## config.mk

```make
export PLATFORM = sky130hd
export DESIGN_NAME = bnn_uart_rx
export DESIGN_NICKNAME = d
export VERILOG_FILES = /design/src/rtl/bnn_uart_pkg.sv /design/src/rtl/bnn_rx_fifo.sv /design/src/rtl/bnn_uart_rx.sv
export SDC_FILE = /design/constraint.sdc
export NUM_CORES = 1
export LEC_CHECK = 0
export BUFFER_PORTS_ARGS = -buffer_cell sky130_fd_sc_hd__buf_4
export CAP_MARGIN = 0
export CORE_UTILIZATION = 40
export CTS_CLUSTER_DIAMETER = 60
export DETAILED_ROUTE_END_ITERATION = 8
export PLACE_DENSITY = 0.55
export REMOVE_ABC_BUFFERS = 1
export SETUP_SLACK_MARGIN = 0.2
export SYNTH_ARGS = -nofsm -noshare
export SYNTH_HDL_FRONTEND = slang
export SYNTH_SLANG_ARGS = --single-unit
```

## constraint.sdc

```tcl
create_clock -name clk -period 2.9 [get_ports clk]
set_clock_uncertainty 0.1 [all_clocks]
set_input_delay 0.29 -clock clk [delete_from_list [all_inputs] [get_ports clk]]
set_output_delay 0.29 -clock clk [all_outputs]
set_load 0.02 [all_outputs]
```

## src/rtl/bnn_uart_pkg.sv

```systemverilog
`default_nettype none
// ============================================================================
//  Module      : bnn_uart_pkg
//  Description : Shared UART types and constants for the BNN controller.
//  Revision    : 1.0 - initial release
// ============================================================================
package bnn_uart_pkg;

   localparam int c_DATA_BITS     = 8;
   localparam int c_CLKS_PER_BIT  = 87;

   typedef enum logic [2:0] {
      IDLE      = 3'd0,
      START     = 3'd1,
      DATA      = 3'd2,
      STOP      = 3'd3,
      WAIT_IDLE = 3'd4
   } rx_state_t;

endpackage
`default_nettype wire

```

## src/rtl/bnn_rx_fifo.sv

```systemverilog
`default_nettype none
// ============================================================================
//  Module      : bnn_rx_fifo
//  Description : First-word-fall-through byte FIFO with full/empty/next-count.
//  Revision    : 1.0 - initial release
// ============================================================================
module bnn_rx_fifo #(
   parameter int FIFO_DEPTH = 4,
   parameter int WIDTH      = 8
) (
   input  logic                          clk,
   input  logic                          rst,
   input  logic                          i_push,
   input  logic [WIDTH-1:0]              i_din,
   input  logic                          i_pop,
   output logic [WIDTH-1:0]              o_dout,
   output logic [$clog2(FIFO_DEPTH):0]   o_count_next,
   output logic                          o_full,
   output logic                          o_empty
);

   localparam int c_AW = $clog2(FIFO_DEPTH);
   localparam int c_CW = c_AW + 1;
   localparam logic [c_CW-1:0] c_FULL_CNT = c_CW'(FIFO_DEPTH);

   logic [WIDTH-1:0] r_mem [FIFO_DEPTH];
   logic [c_AW-1:0]  r_wr_ptr;
   logic [c_AW-1:0]  r_rd_ptr;
   logic [c_CW-1:0]  r_count;
   logic             w_pop;
   logic             w_push;
   logic [c_CW-1:0]  w_count_next;

   assign o_full  = (r_count == c_FULL_CNT);
   assign o_empty = (r_count == '0);
   assign w_pop   = i_pop && !o_empty;
   // A full FIFO still takes a byte when the head leaves in the same cycle.
   assign w_push  = i_push && (!o_full || w_pop);

   always_comb begin
      w_count_next = r_count;
      case ({w_push, w_pop})
         2'b10:   w_count_next = r_count + 1'b1;
         2'b01:   w_count_next = r_count - 1'b1;
         default: w_count_next = r_count;
      endcase
   end

   assign o_count_next = w_count_next;
   assign o_dout       = r_mem[r_rd_ptr];

   always_ff @(posedge clk) begin
      if (rst) begin
         r_wr_ptr <= '0;
         r_rd_ptr <= '0;
         r_count  <= '0;
         for (int i = 0; i < FIFO_DEPTH; i++) begin
            r_mem[i] <= '0;
         end
      end else begin
         if (w_push) begin
            r_mem[r_wr_ptr] <= i_din;
            r_wr_ptr        <= r_wr_ptr + 1'b1;
         end
         if (w_pop) begin
            r_rd_ptr <= r_rd_ptr + 1'b1;
         end
         r_count <= w_count_next;
      end
   end

endmodule
`default_nettype wire

```

## src/rtl/bnn_uart_rx.sv

```systemverilog
`default_nettype none
// ============================================================================
//  Module      : bnn_uart_rx
//  Description : 8N1 UART receiver with FWFT byte FIFO and CTS flow control.
//  Revision    : 1.0 - initial release
// ============================================================================
module bnn_uart_rx
   import bnn_uart_pkg::*;
#(
   parameter int CLKS_PER_BIT = c_CLKS_PER_BIT,
   parameter int FIFO_DEPTH   = 4
) (
   input  logic       clk,
   input  logic       rst,
   input  logic       UART_Rx,
   output logic       UART_CTS,
   output logic [7:0] rx_data,
   output logic       rx_valid,
   input  logic       rx_ready,
   output logic       frame_err,
   output logic       overrun
);

   localparam int c_BAUD_W = $clog2(CLKS_PER_BIT);
   localparam int c_CW     = $clog2(FIFO_DEPTH) + 1;
   localparam logic [c_BAUD_W-1:0] c_HALF_LOAD = c_BAUD_W'(CLKS_PER_BIT / 2 - 1);
   localparam logic [c_BAUD_W-1:0] c_FULL_LOAD = c_BAUD_W'(CLKS_PER_BIT - 1);
   localparam logic [2:0]          c_LAST_BIT  = 3'(c_DATA_BITS - 1);
   localparam logic [c_CW-1:0]     c_CTS_LEVEL = c_CW'(FIFO_DEPTH - 1);

   logic                   r_sync1;
   logic                   r_rx_s;
   rx_state_t              r_state;
   logic [c_BAUD_W-1:0]    r_baud;
   logic [2:0]             r_bit_cnt;
   logic [c_DATA_BITS-1:0] r_shift;
   logic                   r_frame_err;
   logic                   r_overrun;
   logic                   r_cts;

   logic                   w_expire;
   logic                   w_push_req;
   logic                   w_pop;
   logic                   w_full;
   logic                   w_empty;
   logic [c_CW-1:0]        w_count_next;

   always_ff @(posedge clk) begin
      if (rst) begin
         r_sync1 <= 1'b1;
         r_rx_s  <= 1'b1;
      end else begin
         r_sync1 <= UART_Rx;
         r_rx_s  <= r_sync1;
      end
   end

   assign w_expire   = (r_baud == '0);
   assign w_push_req = (r_state == STOP) && w_expire && r_rx_s;
   assign rx_valid   = !w_empty;
   assign w_pop      = rx_valid && rx_ready;

   always_ff @(posedge clk) begin
      if (rst) begin
         r_state     <= IDLE;
         r_baud      <= '0;
         r_bit_cnt   <= '0;
         r_shift     <= '0;
         r_frame_err <= 1'b0;
         r_overrun   <= 1'b0;
      end else begin
         r_frame_err <= 1'b0;
         r_overrun   <= 1'b0;
         case (r_state)
            IDLE: begin
               if (!r_rx_s) begin
                  r_state   <= START;
                  r_bit_cnt <= '0;
                  r_baud    <= c_HALF_LOAD;
               end
            end
            START: begin
               if (w_expire) begin
                  if (r_rx_s) begin
                     r_state <= IDLE;
                  end else begin
                     r_state <= DATA;
                     r_baud  <= c_FULL_LOAD;
                  end
               end else begin
                  r_baud <= r_baud - 1'b1;
               end
            end
            DATA: begin
               if (w_expire) begin
                  // LSB arrives first, so each bit enters at the top and shifts down.
                  r_shift   <= {r_rx_s, r_shift[c_DATA_BITS-1:1]};
                  r_baud    <= c_FULL_LOAD;
                  r_bit_cnt <= r_bit_cnt + 1'b1;
                  if (r_bit_cnt == c_LAST_BIT) begin
                     r_state <= STOP;
                  end
               end else begin
                  r_baud <= r_baud - 1'b1;
               end
            end
            STOP: begin
               if (w_expire) begin
                  if (r_rx_s) begin
                     r_overrun <= w_full && !w_pop;
                     r_state   <= IDLE;
                  end else begin
                     r_frame_err <= 1'b1;
                     r_state     <= WAIT_IDLE;
                  end
               end else begin
                  r_baud <= r_baud - 1'b1;
               end
            end
            WAIT_IDLE: begin
               // A held-low line (break) must return high before a new start is hunted.
               if (r_rx_s) begin
                  r_state <= IDLE;
               end
            end
            default: r_state <= IDLE;
         endcase
      end
   end

   // CTS looks one entry ahead so a byte already on the wire still fits.
   always_ff @(posedge clk) begin
      if (rst) begin
         r_cts <= 1'b1;
      end else begin
         r_cts <= (w_count_next >= c_CTS_LEVEL);
      end
   end

   bnn_rx_fifo #(
      .FIFO_DEPTH (FIFO_DEPTH),
      .WIDTH      (c_DATA_BITS)
   ) u_fifo (
      .clk          (clk),
      .rst          (rst),
      .i_push       (w_push_req),
      .i_din        (r_shift),
      .i_pop        (w_pop),
      .o_dout       (rx_data),
      .o_count_next (w_count_next),
      .o_full       (w_full),
      .o_empty      (w_empty)
   );

   assign UART_CTS  = r_cts;
   assign frame_err = r_frame_err;
   assign overrun   = r_overrun;

endmodule
`default_nettype wire

```

### Word-level counts from Yosys, hierarchy flattened

Memories as Yosys holds them, arrays and structs flattened. A register that Yosys moved wholly into a read port is not among the register bits.
Index checks and enable logic that the tools add are counted.

| word-level totals | value |
|---|---|
| register bits | 33 |
| bits in writable memories | 32 |
| input port bits | 4 |
| output and inout port bits | 12 |
| logic and storage cells | 91 |
| memories | 1 |

| cells by class | value |
|---|---|
| add/subtract/negate cells | 6 |
| magnitude comparators | 1 |
| equal/unequal tests | 16 |
| mux-type cells | 30 |
| bitwise operators | 3 |
| reductions and logical operators | 22 |

Memories:

| memory | depth | bits a word | read ports | clocked after memory_dff | wr ports | line | source |
|---|---|---|---|---|---|---|---|
| u_fifo.r_mem | 4 | 8 | 1 | 1 | 4 | bnn_rx_fifo.sv:26 | `logic [WIDTH-1:0] r_mem [FIFO_DEPTH];` |

Operators with widths:

| operator | number |
|---|---|
| 7-bit 2-to-1 mux | 5 |
| 7-bit case mux with 4 select lines | 1 |
| 3-bit 2-to-1 mux | 9 |
| 3-bit case mux with 5 select lines | 1 |
| 2-bit != test, second input constant | 7 |
| 3-bit case mux with 2 select lines | 2 |
| 3-bit == test, second input constant | 3 |
| 2-bit 2-to-1 mux | 4 |
| 8-bit 2-to-1 mux | 1 |
| 8-bit OR reduction | 1 |
| 7-bit zero test | 1 |
| 1-bit 2-to-1 mux | 7 |
| 7-bit by 1-bit subtractor with 7-bit output, second input constant | 1 |
| 3-bit by 1-bit adder with 3-bit output, second input constant | 2 |
| 3-bit by 2-bit == test with 1-bit output, second input constant | 2 |
| 1-bit logical AND | 6 |
| 3-bit zero test | 2 |
| 6-bit AND reduction | 1 |
| 2-bit by 1-bit adder with 2-bit output, second input constant | 2 |
| 4-bit AND reduction | 1 |
| 4-bit nonzero test | 1 |
| 4-bit OR reduction | 1 |
| 3-bit by 1-bit == test with 1-bit output, second input constant | 1 |
| 3-bit by 2-bit greater-or-equal comparator with 1-bit output, second input constant | 1 |
| other kinds (11) | 15 |

### Longest topological paths before layout

| logic depth | value |
|---|---|
| word-level depth | 11 |
| depth in mapped cells | 12 |
| depth with buffers taken out | 11 |

### Cells and area by module

From an unflattened synthesis, not the netlist that was laid out.

| second synthesis, totals | value |
|---|---|
| cells, all modules | 293 |
| area, all modules | 3295.7 µm² |

By module, submodules not included:

| module | instances | cells each | area an instance (µm²) | seq. area each (µm²) |
|---|---|---|---|---|
| bnn_rx_fifo | 1 | 145 | 1963.1 | 1141.1 |
| bnn_uart_rx | 1 | 148 | 1332.5 | 520.5 |

### Worst setup path before layout

Ideal clock, no wire load.

| timing | value |
|---|---|
| path type | reg2reg |
| start point | register r_baud[0] |
| end point | register r_cts, in the netlist UART_CTS |
| library setup time | 0.128 ns |
| arrival time | 2.469 ns |
| required time | 2.672 ns |
| path slack | 0.203 ns |
| stages on the path, launching flop included | 13 |
| buffers on the path | 1 |
| clock period less this slack | 2.697 ns |
| cell sequence | dfxtp_1 -> inv_1 -> ha_1 -> nor2b_1 -> clkbuf_1 -> and4_4 -> nand2_1 -> ha_1 -> fa_1 -> xnor2_1 -> nor2_1 -> xnor2_1 -> nand3_1 |

| on the way | value |
|---|---|
| word-level cells in the longest chain between the ends | 7 |
| elaborated cells on any way between the ends | 8 |
| those cells by class | order compare (1); eq/ne (2); mux (1); reduce/logical (4) |

RTL lines:

| what | line | source |
|---|---|---|
| start: declaration | bnn_uart_rx.sv:34 | `logic [c_BAUD_W-1:0] r_baud;` |
| start signal: assignment | bnn_uart_rx.sv:79 | `r_baud <= c_HALF_LOAD;` |
| start signal: assignment | bnn_uart_rx.sv:88 | `r_baud <= c_FULL_LOAD;` |
| start signal: assignment | bnn_uart_rx.sv:91 | `r_baud <= r_baud - 1'b1;` |
| 7-bit zero test (*) | bnn_uart_rx.sv:58 | `assign w_expire = (r_baud == '0);` |
| 1-bit logical AND (*) (2 in series) | bnn_uart_rx.sv:59 | `assign w_push_req = (r_state == STOP) && w_expire && r_rx_s;` |
| 1-bit logical AND (*) | bnn_rx_fifo.sv:38 | `assign w_push = i_push && (!o_full \|\| w_pop);` |
| 2-bit by 1-bit == test with 1-bit output or 2-bit == test (tied branches) | bnn_rx_fifo.sv:42 | `case ({w_push, w_pop})` |
| 3-bit case mux with 2 select lines (*) | bnn_rx_fifo.sv:42 |  |
| 3-bit by 2-bit greater-or-equal comparator with 1-bit output (*) | bnn_uart_rx.sv:136 | `r_cts <= (w_count_next >= c_CTS_LEVEL);` |
| end signal: assignment | bnn_uart_rx.sv:136 |  |
| end: declaration | bnn_uart_rx.sv:39 | `logic r_cts;` |

Every way passes the cells marked *; elsewhere a longest branch is shown, timed or not.
A chain may end at the register's enable or synchronous reset.

### Final worst setup path

Ends and elaborated chain as after synthesis.

==> flow_summary.ini <==
[placed_design]
place_congestion = 0.837
dp_hpwl_mm = 4.52
pre_cts_slack_ns = 0.330
io_buffers = 15

[routing]
num_vias = 2167
final_antenna_net_count = 0
routedWlPerCell_um = 16.4
finalWirelength_mm = 6.67
drtIter0Drc = 103
drc_errors = 0
drt_pre_antenna_iters = 4
vias_per_cell = 5.32

[worst_hold_path]
hp-class = in -> reg

[power_and_ir_drop]
p_per_area_nw_per_um2 = 568
p_leak_uw = 0.00134
vdd_drop_max_mv = 0.216
power_uw = 2080

[clock_network]
htree_levels = 3
clkSlewWorstSetupHoldPaths_ns = 0.08
cts_buffers = 9
cts_buffer_depth = 2
clock_latency_ns = 0.34
hold_buffers = 0
root_buffer = clkbuf_8
cts_num_sinks = 67
cts_tree = built

[final_layout]
multi_input_area_um2 = 1380
ff_latch_area_um2 = 1660
final_util_pct = 47.7
fillCellCount = 722
diodes = 0
nets = 310
area_delta_synth_final_pct = 16.0
drive_gt1_share_pct = 25.6

[yosys]
synth_most_common_cell = dfxtp_1
async_reset_ff_share_pct = 0
synth_common_cells = 35 x dfxtp_1, 32 x edfxtp_1, 24 x nor2_1, 15 x inv_1, 13 x nor3_1
synthFlopType = dfxtp_1
syn-cell-area_um2 = 3160
netlist.area_leader.share_pct = 30.4
yosysSeqAreaShare_pct = 52.5
yosysUniqueCellTypes = 51
synth_cells = 277
ys_warn_count = 0
syn_avg_cell_area_um2 = 11.4
synth.area.top_cells = edfxtp_1 30%, dfxtp_1 22%, mux4_2 5.7%, mux2i_1 3.2%, nor3_2 3.2%
synth_seq_cells = 67
synth-edff-count = 32
yosysTopAreaCell = edfxtp_1

[sta]
setup_viol = 0
whs_ns = 0.0296
period_share_pct = 85.5
tightestPinTransition_ns = 0.579
tns_ns = 0
setup_slack_ns = 0.421
period_needed_ns = 2.48
finalHoldViolCount = 0
fmax_mhz = 403
rsz0062_at_grt = no
final_max_slew_viol_count = 0
max_slew_margin_pct = 61.3

[grt]
grt_pass1_vias = 2074
grtUsageTotal_pct = 17.2
antenna_found_initial = 0
overflow = 0
grt_max_degree = 24
grt_pass1_wl_mm = 10.7

[outcome]
status = finished, final reports clean

[floorplan]
start_util_pct = 41.2
die_x_um = 90.9
die_y_um = 90.9
pin_count = 16
die_area_um2 = 8270
placementRows = 32
core_um2 = 7690

[critical_path]
worstPathRequired_ns = 3.03
crit_fanout = 6
startpoint_type = flop
arrival_ns = 2.61
critPathCaptureType = flop
path_class = reg -> reg

[job]
maxCapViolCount = 0
## path summary, 6_finish.rpt
| kind | slack [ns] | end | cells past startpoint | start |
|---|---|---|---|---|
| max | 0.42 | UART_CTS | 11 | r_baud[0] |
| min | 0.03 | r_sync1 | 2 | UART_Rx |
| max reg2reg | 0.42 | UART_CTS | 11 | r_baud[0] |
| min reg2reg | 0.31 | r_rx_s | 1 | r_sync1 |
## layout make-up
class	instances	share of cell area, %
flip-flops and latches	67	45.3
clock inverters	7	2.49
repair buffers	31	6.34
multi-input cells	176	37.5
well taps	102	3.48
inverters	15	1.53
clock buffers	9	3.38
## state kept, by name (all words and copies together) (netlist names), 2 cells and up, named ones only
name             count
r_baud               7
r_bit_cnt            3
r_shift              8
r_state              3
u_fifo.r_count       3
u_fifo.r_mem        32
u_fifo.r_rd_ptr      2
u_fifo.r_wr_ptr      2
## per-layer routing
layer / global-route usage (%) / wire [um]
met1: 22.3 / 3190
met2: 27.0 / 3100
met3: 2.93 / 184
met4: 10.1 / 197
met5: 0 / 0
## worst max-delay path, cell delays in order, from the launching register on
cell and delay (ns):
dfxtp_1 0.34, inv_2 0.10, ha_1 0.19, nor2b_2 0.17, and4_4 0.26, nand2_1 0.08, ha_2 0.23, fa_1 0.41
xnor2_2 0.15, nor2_1 0.11, xnor2_1 0.15, nand3_1 0.08
## cells by family (layout without fill, tap and decap cells)
logic type | count (synthesis) | count (layout) | synth area share, %
DFF | 67 | 67 | 52.5
xor gates and xnor gates | 6 | 6 | 1.66
adders and majority gates | 6 | 6 | 2.61
muxes | 18 | 18 | 8.86
and+or+nand+nor | 106 | 106 | 20.6
buffers and inverters | 34 | 62 | 4.39
AOI/OAI and AO/OA | 40 | 40 | 9.41
## layout by cell type (no fill, tap or decap), types with 3 or more instances in the layout
master / netlist / routed
clkbuf_8: 0 / 9
o21ai_0: 4 / 4
nand3_1: 5 / 5
nand4_1: 4 / 4
inv_1: 15 / 14
nor2b_1: 5 / 4
edfxtp_1: 32 / 32
xor2_1: 3 / 3
nor2_1: 24 / 24
or2_2: 5 / 5
a311oi_1: 4 / 4
o31a_1: 3 / 3
a31oi_1: 3 / 3
o31ai_1: 3 / 3
nor3_2: 10 / 10
mux2i_1: 10 / 10
nand2_1: 8 / 8
nor3_1: 13 / 13
a21oi_1: 8 / 8
and2_1: 11 / 11
ha_1: 5 / 4
nor4_1: 8 / 8
buf_4: 2 / 31
dfxtp_1: 35 / 35
mux4_2: 8 / 8
## stage by stage
step	cells	cell area [um^2]
after detailed placement	391	3440
after global placement	391	3440
final	407	3670
after CTS	407	3660
after global routing	407	3670
after floorplan	258	3080
## report_power, final
part / switching (uW) / total, uW / internal (uW)
Sequential: 18.0 / 1030 / 1010
Clock: 382 / 863 / 481
Combinational: 115 / 188 / 73.5
Total: 514 / 2080 / 1570
## repair_timing
item                       CTS  global route
gates resized for setup      0             4
buffers inserted             0             0
setup endpoints to repair    0             2
Power figures use the tool's default switching activity.
